<file path="config.mk">
export PLATFORM = sky130hd
export DESIGN_NAME = io_uart_tx
export DESIGN_NICKNAME = d
export VERILOG_FILES = /design/src/rtl/io_uart_tx.sv
export SDC_FILE = /design/constraint.sdc
export NUM_CORES = 1
export LEC_CHECK = 0
export BUFFER_PORTS_ARGS = -buffer_cell sky130_fd_sc_hd__buf_2
export CAP_MARGIN = 5
export CELL_PAD_IN_SITES_DETAIL_PLACEMENT = 1
export CELL_PAD_IN_SITES_GLOBAL_PLACEMENT = 1
export CORE_MARGIN = 2
export CORE_UTILIZATION = 50
export CTS_BUF_LIST = sky130_fd_sc_hd__clkbuf_8 sky130_fd_sc_hd__clkbuf_16
export CTS_CLUSTER_DIAMETER = 100
export DETAILED_ROUTE_END_ITERATION = 8
export HOLD_SLACK_MARGIN = 0.08
export PLACE_DENSITY_LB_ADDON = 0.1
export SLEW_MARGIN = 20
export SYNTH_ARGS = -nofsm -noshare
export SYNTH_HDL_FRONTEND = slang
export SYNTH_SLANG_ARGS = --single-unit
</file>
<file path="constraint.sdc">
create_clock -name clk -period 5.7 [get_ports clk]
set_input_delay 0.855 -clock clk [delete_from_list [all_inputs] [get_ports clk]]
set_output_delay 0.855 -clock clk [all_outputs]
set_load 0.005 [all_outputs]
</file>
<file path="src/rtl/io_uart_tx.sv">
// Memory-mapped UART transmitter: CPU writes to I/O $00 are queued in a small
// FIFO and sent as 8N1 frames on tx; I/O $01 reads back a status byte.
module io_uart_tx #(
  parameter int CLKS_PER_BIT = 4,
  parameter int FIFO_DEPTH   = 4
) (
  input  logic       clk,
  input  logic       reset,
  input  logic       io_en,
  input  logic       we,
  input  logic       oe,
  input  logic [7:0] addr,
  input  logic [7:0] data_in,
  output logic [7:0] data_out,
  output logic       data_oe,
  output logic       tx
);

  localparam int PTR_W  = $clog2(FIFO_DEPTH);
  localparam int BAUD_W = $clog2(CLKS_PER_BIT);
  localparam logic [BAUD_W-1:0] BAUD_LAST = BAUD_W'(CLKS_PER_BIT - 1);
  localparam logic [PTR_W:0]    CNT_FULL  = (PTR_W + 1)'(FIFO_DEPTH);

  typedef enum logic [1:0] {IDLE, START, DATA, STOP} state_t;

  state_t            state_q, state_d;
  logic [BAUD_W-1:0] baud_q, baud_d;
  logic [2:0]        bit_q, bit_d;
  logic [7:0]        shift_q, shift_d;
  logic              tx_q, tx_d;
  logic [PTR_W-1:0]  wr_ptr_q, wr_ptr_d;
  logic [PTR_W-1:0]  rd_ptr_q, rd_ptr_d;
  logic [PTR_W:0]    count_q, count_d;
  logic              overflow_q, overflow_d;
  logic [7:0]        mem_q [FIFO_DEPTH];

  logic       wr_sel, rd_sel, full, empty, busy;
  logic       pop, push, drop, baud_last;
  logic [7:0] status;

  // A simultaneous we/oe access is treated purely as a write.
  assign wr_sel = io_en & we & (addr == 8'h00);
  assign rd_sel = io_en & oe & ~we & (addr == 8'h01);

  assign full      = (count_q == CNT_FULL);
  assign empty     = (count_q == '0);
  assign busy      = (state_q != IDLE);
  assign baud_last = (baud_q == BAUD_LAST);

  // A pop on the same edge frees a slot, so a write to a full FIFO is kept.
  assign push = wr_sel & (~full | pop);
  assign drop = wr_sel & full & ~pop;

  // While reset is held the registers may not be settled yet; report reset status.
  assign status   = !reset ? 8'h02 : {4'b0000, busy, overflow_q, empty, full};
  assign data_oe  = rd_sel;
  assign data_out = rd_sel ? status : 8'h00;
  assign tx       = tx_q;

  always_comb begin
    state_d = state_q;
    baud_d  = baud_q;
    bit_d   = bit_q;
    shift_d = shift_q;
    pop     = 1'b0;
    if (state_q != IDLE) begin
      baud_d = baud_last ? '0 : baud_q + BAUD_W'(1);
    end
    case (state_q)
      IDLE: begin
        if (!empty) begin
          pop     = 1'b1;
          shift_d = mem_q[rd_ptr_q];
          bit_d   = 3'd0;
          baud_d  = '0;
          state_d = START;
        end
      end
      START: begin
        if (baud_last) state_d = DATA;
      end
      DATA: begin
        if (baud_last) begin
          shift_d = shift_q >> 1;
          bit_d   = bit_q + 3'd1;
          if (bit_q == 3'd7) state_d = STOP;
        end
      end
      STOP: begin
        if (baud_last) begin
          if (!empty) begin
            pop     = 1'b1;
            shift_d = mem_q[rd_ptr_q];
            bit_d   = 3'd0;
            state_d = START;
          end else begin
            state_d = IDLE;
          end
        end
      end
      default: state_d = IDLE;
    endcase

    case (state_d)
      START:   tx_d = 1'b0;
      DATA:    tx_d = shift_d[0];
      default: tx_d = 1'b1;
    endcase
  end

  always_comb begin
    wr_ptr_d = push ? wr_ptr_q + PTR_W'(1) : wr_ptr_q;
    rd_ptr_d = pop  ? rd_ptr_q + PTR_W'(1) : rd_ptr_q;
    count_d  = count_q;
    case ({push, pop})
      2'b10:   count_d = count_q + (PTR_W + 1)'(1);
      2'b01:   count_d = count_q - (PTR_W + 1)'(1);
      default: count_d = count_q;
    endcase
    overflow_d = overflow_q;
    if (drop) begin
      overflow_d = 1'b1;
    end else if (rd_sel) begin
      overflow_d = 1'b0;
    end
  end

  always_ff @(posedge clk) begin
    if (!reset) begin
      state_q    <= IDLE;
      baud_q     <= '0;
      bit_q      <= 3'd0;
      shift_q    <= 8'h00;
      tx_q       <= 1'b1;
      wr_ptr_q   <= '0;
      rd_ptr_q   <= '0;
      count_q    <= '0;
      overflow_q <= 1'b0;
    end else begin
      state_q    <= state_d;
      baud_q     <= baud_d;
      bit_q      <= bit_d;
      shift_q    <= shift_d;
      tx_q       <= tx_d;
      wr_ptr_q   <= wr_ptr_d;
      rd_ptr_q   <= rd_ptr_d;
      count_q    <= count_d;
      overflow_q <= overflow_d;
    end
  end

  always_ff @(posedge clk) begin
    if (push) mem_q[wr_ptr_q] <= data_in;
  end

endmodule

</file>
Word level (Yosys, flattened, before mapping)

Memories as Yosys holds them, arrays and structs flattened. A register that Yosys moved wholly into a read port is not among the register bits.
Cells that the tools add are included.

Register bits: 24
RAM bits: 32
Bits of input ports: 21
Output and inout port bits: 10
Word-level logic and storage cells: 82
Memories kept: 1

Add/sub/neg operators: 6
Equal/unequal tests: 13
Mux-type cells: 32
Bitwise gates (word level): 12
Reductions and logical operators: 8

Memory list:

| memory | words | bits a word | rd ports | clocked after Yosys merged registers in | write ports | RTL line | text |
|---|---|---|---|---|---|---|---|
| mem_q  | 4     | 8           | 1        | 1                                       | 1           | 35       | `logic [7:0] mem_q [FIFO_DEPTH];` |

Operators with widths:

| cell                  | count |
|---|---|
| $mux W8               | 3 |
| $pmux W8 S3           | 1 |
| $mux W2               | 11 |
| $eq A2 B2 Y1 const B  | 5 |
| $mux W3               | 3 |
| $pmux W3 S3           | 1 |
| $and A1 B1 Y1         | 8 |
| $eq A8 B1 Y1 const B  | 1 |
| $logic_not A8 Y1      | 1 |
| $mux W4               | 2 |
| $pmux W2 S4           | 1 |
| $mux W1               | 7 |
| $add A2 B1 Y2 const B | 3 |
| $add A3 B1 Y3 const B | 2 |
| $eq A2 B1 Y1 const B  | 3 |
| $eq A3 B3 Y1 const B  | 2 |
| $pmux W3 S2           | 1 |
| $reduce_bool A2 Y1    | 3 |
| $ne A2 B2 Y1 const B  | 2 |
| $pmux W1 S2           | 2 |
| $logic_not A3 Y1      | 1 |
| $not A1 Y1            | 3 |
| $reduce_and A3 Y1     | 1 |
| $reduce_bool A3 Y1    | 1 |
| other kinds (3)       | 3 |

Logic depth before layout (Yosys ltp)

Gate-level depths: netlist of the first run.

Depth after elaboration: 8
Gate-level depth with buffers: 10
Mapped depth without buffers: 10

Worst setup path before layout of the first run

No wires, ideal clock.

Path type: input-to-output
Start: in addr[1]
End: out data_out[0]
Data arrival time: 1833 ps
Required time: 4845 ps
Setup slack: 3012 ps
Stages: 5
Buffers on the path: 0
Cells stage by stage: nor4b_4 > nand2_1 > nor3_1 > nand2_1 > nor2_1

Word-level cells in the longest chain between the ends: 3

RTL lines:

| item            | RTL line | text |
|---|---|---|
| start, declared | 12       | `input logic [7:0] addr,` |
| $eq A8 B1 Y1    | 43       | `assign rd_sel = io_en & oe & ~we & (addr == 8'h01);` |
| $and A1 B1 Y1   | 43       |  |
| via data_oe     | 15       | `output logic data_oe,` |
| $mux W4         | 57       | `assign data_out = rd_sel ? status : 8'h00;` |
| end, declared   | 14       | `output logic [7:0] data_out,` |

The timed path passes the listed nets, and every way through them passes these cells.

Worst setup path in the final report of the first run

Start: in addr[1]
End: out data_out[0]

Word-level cells in the longest chain between the ends: 3

RTL lines:

| item          | RTL line |
|---|---|
| $eq A8 B1 Y1  | 43 |
| $and A1 B1 Y1 | 43 |
| $mux W4       | 57 |

Every way passes these cells.

==> results.cfg, run 1 <==
[drt]
drc = 0
drt_pass1_iterations = 4
num_vias = 1853
dr.first_iter.drc_count = 64
wl_um = 5517
antenna_left = 0
wl_per_cell_um = 16.67
viasPerCell = 5.598

[floorplanning]
dieArea_um2 = 6041
chipHeight_um = 77.73
coreArea_um2 = 5172
rows = 26
ios = 31
initial_core_util = 0.5254
die-width_um = 77.73

[timing]
post-route-period-util = 0.5299
fin_crit_ps = 3020
max_freq_mhz = 331.1
fin_worst_skew_ps = 8.730
worst_pin_slew_ps = 809.5
fin_hold_ws_ps = 491.9
slew_violations = 0
setup_violations = 0
finalSetupTns_ps = 0
postLayoutSetupSlackWorst_ps = 2680
rsz0062_at_grt = no
hold_viol_final = 0
relSlewSlack = 0.4584

[global_routing]
grt_overflow_total = 0
track_usage = 0.2061
grt_max_degree = 24
grt_pass1_vias = 1898
grt_pass1_wl_um = 9363
antenna_found_initial = 0

[cells_and_area]
fin_util = 0.6006
fillerInstances = 551
diodes = 0
nNetsFinal = 290
drive_gt1_frac = 0.2222
multi_input_area_um2 = 1117
final_area_um2 = 3107
instances_no_fill = 331
synthToLayoutAreaGrowth_pct = 14.32
seqCellArea_um2 = 1481

[synth]
synth_area_um2 = 2718
synthMuxAreaShare = 0.06998
ys_seq_area_frac = 0.5451
synth_edf_count = 32
synth.largest_area_cell = edfxtp_1
yosysWarnings = 0
synth_cell_type_count = 48
synth_compound_area_frac = 0.1128
synth_xor_xnor_area_share = 0.009669
syn_area_per_cell_um2 = 11.92
ys_seq_elements = 58
synth_top_flop_cell = edfxtp_1
yosysMostFrequentCell = nor2_1
synth_top_family_by_area = simple AND/OR/NAND/NOR gates
ys_top_cells_by_count = nor2_1, edfxtp_1, dfxtp_1
ys_top_cells_by_area = edfxtp_1, dfxtp_1, mux4_2
yosys.area_share.simple = 0.1506
synth.top_cell.area_share = 0.3536
synth_fa_ha_area_frac = 0.06262
synth-async-reset-ratio = 0
postSynthCellCount = 228

[critical_path]
max_stage_delay_ps = 400
crit_family = simple AND/OR/NAND/NOR gates
critPathKind = in2out
cp_num_buf_inv = 2
endpoint_kind = primary output
arrival_ps = 2170
path_max_fanout = 4
worst_setup_path_start_kind = primary input
crit_chain = buf_2, nor4b_4, nand2_1, nor3_1, nand2_1, nor2_1, buf_2
crit_slowest_cell = nor3_1
worstPathRequired_ps = 4850

[place]
gp_congestion = 0.7597
io_buffer_count = 26
postPlaceCellArea_um2 = 2880
place_hpwl_um = 3841
place_inst = 315
pre_cts_slack_ps = 2674

[clocking]
cts.clk_slew.worst_paths_ps = 70
cts_tree = yes
numClockSinks = 58
ctsResizeCount = 0
numCtsBuffers = 9
cts_max_level = 3
cts_setup_buffers = 0
clk_latency_ps = 340
cts_hold_buf = 0
cts_root_buffer = clkbuf_8
clockBufferDepth = 2

[power_and_ir_drop]
ir_drop_mv = 0.2628
p_leak_nw = 1.167
power.density_nw_per_um2 = 426.9
p_total_mw = 1.326

[min_path]
min_path_type = reg2reg

[status]
outcome = finished, final reports clean

[flow_run]
drv_cap = 0
-- logic make-up (layout without fill, tap and decap cells) --
family | Yosys count | in the layout
AO/OA/AOI/OAI | 41 | 41
multiplexers | 9 | 9
AND/OR/NAND/NOR | 74 | 74
adder cells (fa/ha/maj) | 13 | 13
flip-flops | 58 | 58
buffers and inverters | 29 | 59
other | 1 | 4
XOR/XNOR | 3 | 3
-- path summary, 6_finish.rpt --
check                               start     endpoint  slack [ps]  depth (start not counted)
worst min-delay path            baud_q[1]    baud_q[1]         490                          2
worst max register to register  baud_q[0]   count_q[2]        2740                          9
worst max-delay path              addr[1]  data_out[0]        2680                          7
worst min register to register  baud_q[1]    baud_q[1]         490                          2
-- layout make-up --
class	instances	area share
flip-flops and latches	58	0.4768
multi-input cells	144	0.3596
repair buffers	26	0.04188
clock buffers	9	0.03987
clock inverters	7	0.03302
well taps	70	0.02819
inverters	17	0.02054
-- sequential cells by signal, summed over array words and instances, names as in the netlist, named ones only --
name,count
baud_q,2
mem_q,32
tx,1
shift_q,8
bit_q,3
rd_ptr_q,2
state_q,2
overflow_q,1
count_q,3
wr_ptr_q,2
-- placed cells by master (no fill, tap or decap), types with 7 or more instances in the layout --
master,synthesis,final
nand2_1,10,10
dfxtp_1,26,26
mux4_2,8,8
inv_1,17,17
a2bb2oi_1,7,7
buf_2,2,26
clkbuf_8,0,9
a21oi_1,9,9
nor2_1,33,33
edfxtp_1,32,32
ha_1,12,12
-- per-layer routing --
metal | vias up | global-route usage | part of all wire | routed length [um]
li1 | 892 | - | - | -
met2 | 38 | 0.3259 | 0.50 | 2764
met3 | 2 | 0.07442 | 0.040 | 218
met4 | 0 | 0.06786 | 0.0056 | 31
met1 | 921 | 0.2642 | 0.45 | 2503
met5 | - | 0 | 0 | 0
-- worst register-to-register path, stage by stage (launching register included) --
cell and delay [ps]:
dfxtp_1 360, ha_1 450, a21oi_1 220, nor3_2 450, and2_4 260, inv_1 50
fa_1 370, nor4_1 370, o21ai_0 130, nor3b_1 150
-- report_power, final --
part	internal (mW)	switching, mW
registers	0.486	0.0511
clock network	0.250	0.179
logic	0.166	0.195
Power figures use the tool's default switching activity.
==> run 2: changes to the inputs <==
Settings changed: CORE_UTILIZATION 50 to 46.
Clock period 5.7 ns to 3 ns, I/O delays scaled along.
==> run 2 against run 1 <==
  * Hold slack got worse by 160 ps
  * Clock power is 110% higher
  * Flip-flop and latch count unchanged
  * Core utilization shrank 3.3 points
  * Critical path depth increased by 3
  * Critical endpoint is now count_q[2]
  * Largest power group unchanged
==> results.cfg, run 2 (synthesized netlist as in run 1, its figures left out) <==
[status]
outcome = finished, final reports clean

[floorplanning]
coreArea_um2 = 5608
chipHeight_um = 80.86
dieArea_um2 = 6538
initial_core_util = 0.4846
rows = 27
ios = 31
die-width_um = 80.86

[clocking]
cts_root_buffer = clkbuf_8
cts_setup_buffers = 0
numCtsBuffers = 9
cts.clk_slew.worst_paths_ps = 70
cts_hold_buf = 0
numClockSinks = 58
clockBufferDepth = 2
cts_max_level = 3
clk_latency_ps = 340
ctsResizeCount = 0
cts_tree = yes

[flow_run]
drv_cap = 0

[global_routing]
track_usage = 0.1934
grt_pass1_wl_um = 9183
antenna_found_initial = 0
grt_overflow_total = 0
grt_max_degree = 24
grt_pass1_vias = 1763

[place]
postPlaceCellArea_um2 = 2928
place_hpwl_um = 4136
io_buffer_count = 26
pre_cts_slack_ps = 196.5
gp_congestion = 0.7340

[cells_and_area]
drive_gt1_frac = 0.2397
nNetsFinal = 296
largest_register_ffs = 32
final_area_um2 = 3183
largestRegisters = mem_q (32), shift_q (8)
layout_common_cells = nor2_1, edfxtp_1, dfxtp_1, buf_2, inv_1
largest_register = mem_q
fillerInstances = 619
diodes = 0
synthToLayoutAreaGrowth_pct = 17.13
final_common_cell = nor2_1

[power_and_ir_drop]
internal_power_mw = 1.809
seqPwrFrac = 0.388
power.density_nw_per_um2 = 824.3
ir_drop_mv = 0.4825
p_total_mw = 2.624
combPwrFrac = 0.269
power.switching_uw = 814.9
power_frac_clock = 0.343
p_leak_nw = 1.215
swShare = 0.3106

[critical_path]
path_max_fanout = 7
worst_setup_path_start_kind = register
arrival_ps = 2900
max_stage_delay_ps = 370
critPathKind = reg2reg
crit_slowest_cell = dfxtp_1
worstPathRequired_ps = 3190
endpoint_kind = register
cpMostUsedCell = inv_1
crit_chain = inv_1, ha_1, a21oi_1, nor3_4, and2_4, inv_1, fa_1, nor4_1, o21ai_0, nor3b_1

[timing]
relSlewSlack = 0.4778
fin_worst_skew_ps = 8.165
max_freq_mhz = 369.2
rsz0062_at_grt = no
setup_violations = 0
post-route-period-util = 0.9028
worst_pin_slew_ps = 782.4
finalSetupTns_ps = 0
postLayoutSetupSlackWorst_ps = 291.6
fin_crit_ps = 2708
slew_violations = 0
hold_viol_final = 0

[drt]
wl_per_cell_um = 17.25
antenna_left = 0
drt_pass1_iterations = 4
num_vias = 1877
dr.first_iter.drc_count = 104
wl_um = 5847
viasPerCell = 5.537
drc = 0

[min_path]
min_path_type = in2reg
-- run 2: worst paths after layout --
kind	start	endpoint	slack, ps	cells after the start
worst max-delay path	state_q[0]	count_q[2]	290	10
worst min-delay path	data_in[5]	mem_q[1][5]	330	1
worst max register to register	state_q[0]	count_q[2]	290	10
worst min register to register	shift_q[7]	shift_q[7]	490	2
-- run 2: per-stage QoR --
stage,hold WS (ps),util,std cells
floorplan,449.4,-,231
global placement,467.0,0.5221,323
detailed placement,471.6,0.5221,323
CTS,316.7,0.5665,339
global route,329.7,0.5676,339
finish,327.0,0.5676,339
-- run 2: area by class of cell --
class                      instances  area (um2)  area share
inverter                          17       63.81     0.02005
clock inverter                     7       125.1     0.03931
tap                               72       90.09     0.02830
multi-input combinational        144        1124      0.3530
timing repair buffer              32       175.2     0.05503
clock buffer                       9       123.9     0.03892
sequential                        58        1481      0.4654
-- run 2: worst max-delay path, delay by kind of cell (launching register included) --
family                   cells  cell delay [ps]
buffers and inverters        2              200
AO/OA/AOI/OAI                2              270
flip-flops                   1              370
adder cells (fa/ha/maj)      2              670
AND/OR/NAND/NOR              4             1040
-- run 2: power groups by stage --
stage          logic (mW)  clock network (mW)  registers [mW]
6_report            0.707               0.900            1.02
5_1_grt             0.783               0.945            1.03
4_1_cts             0.702               0.921            1.02
3_5_place_dp        0.697                   0            1.03
3_3_place_gp        0.681                   0            1.03
2_1_floorplan       0.563                   0           0.993
-- run 2: metal layers --
metal / GRT usage / wire [um] / vias up
met5: 0 / 0 / -
met4: 0.08136 / 75 / 0
met3: 0.03889 / 231 / 9
met2: 0.3124 / 2861 / 38
met1: 0.2547 / 2679 / 927
li1: - / - / 903
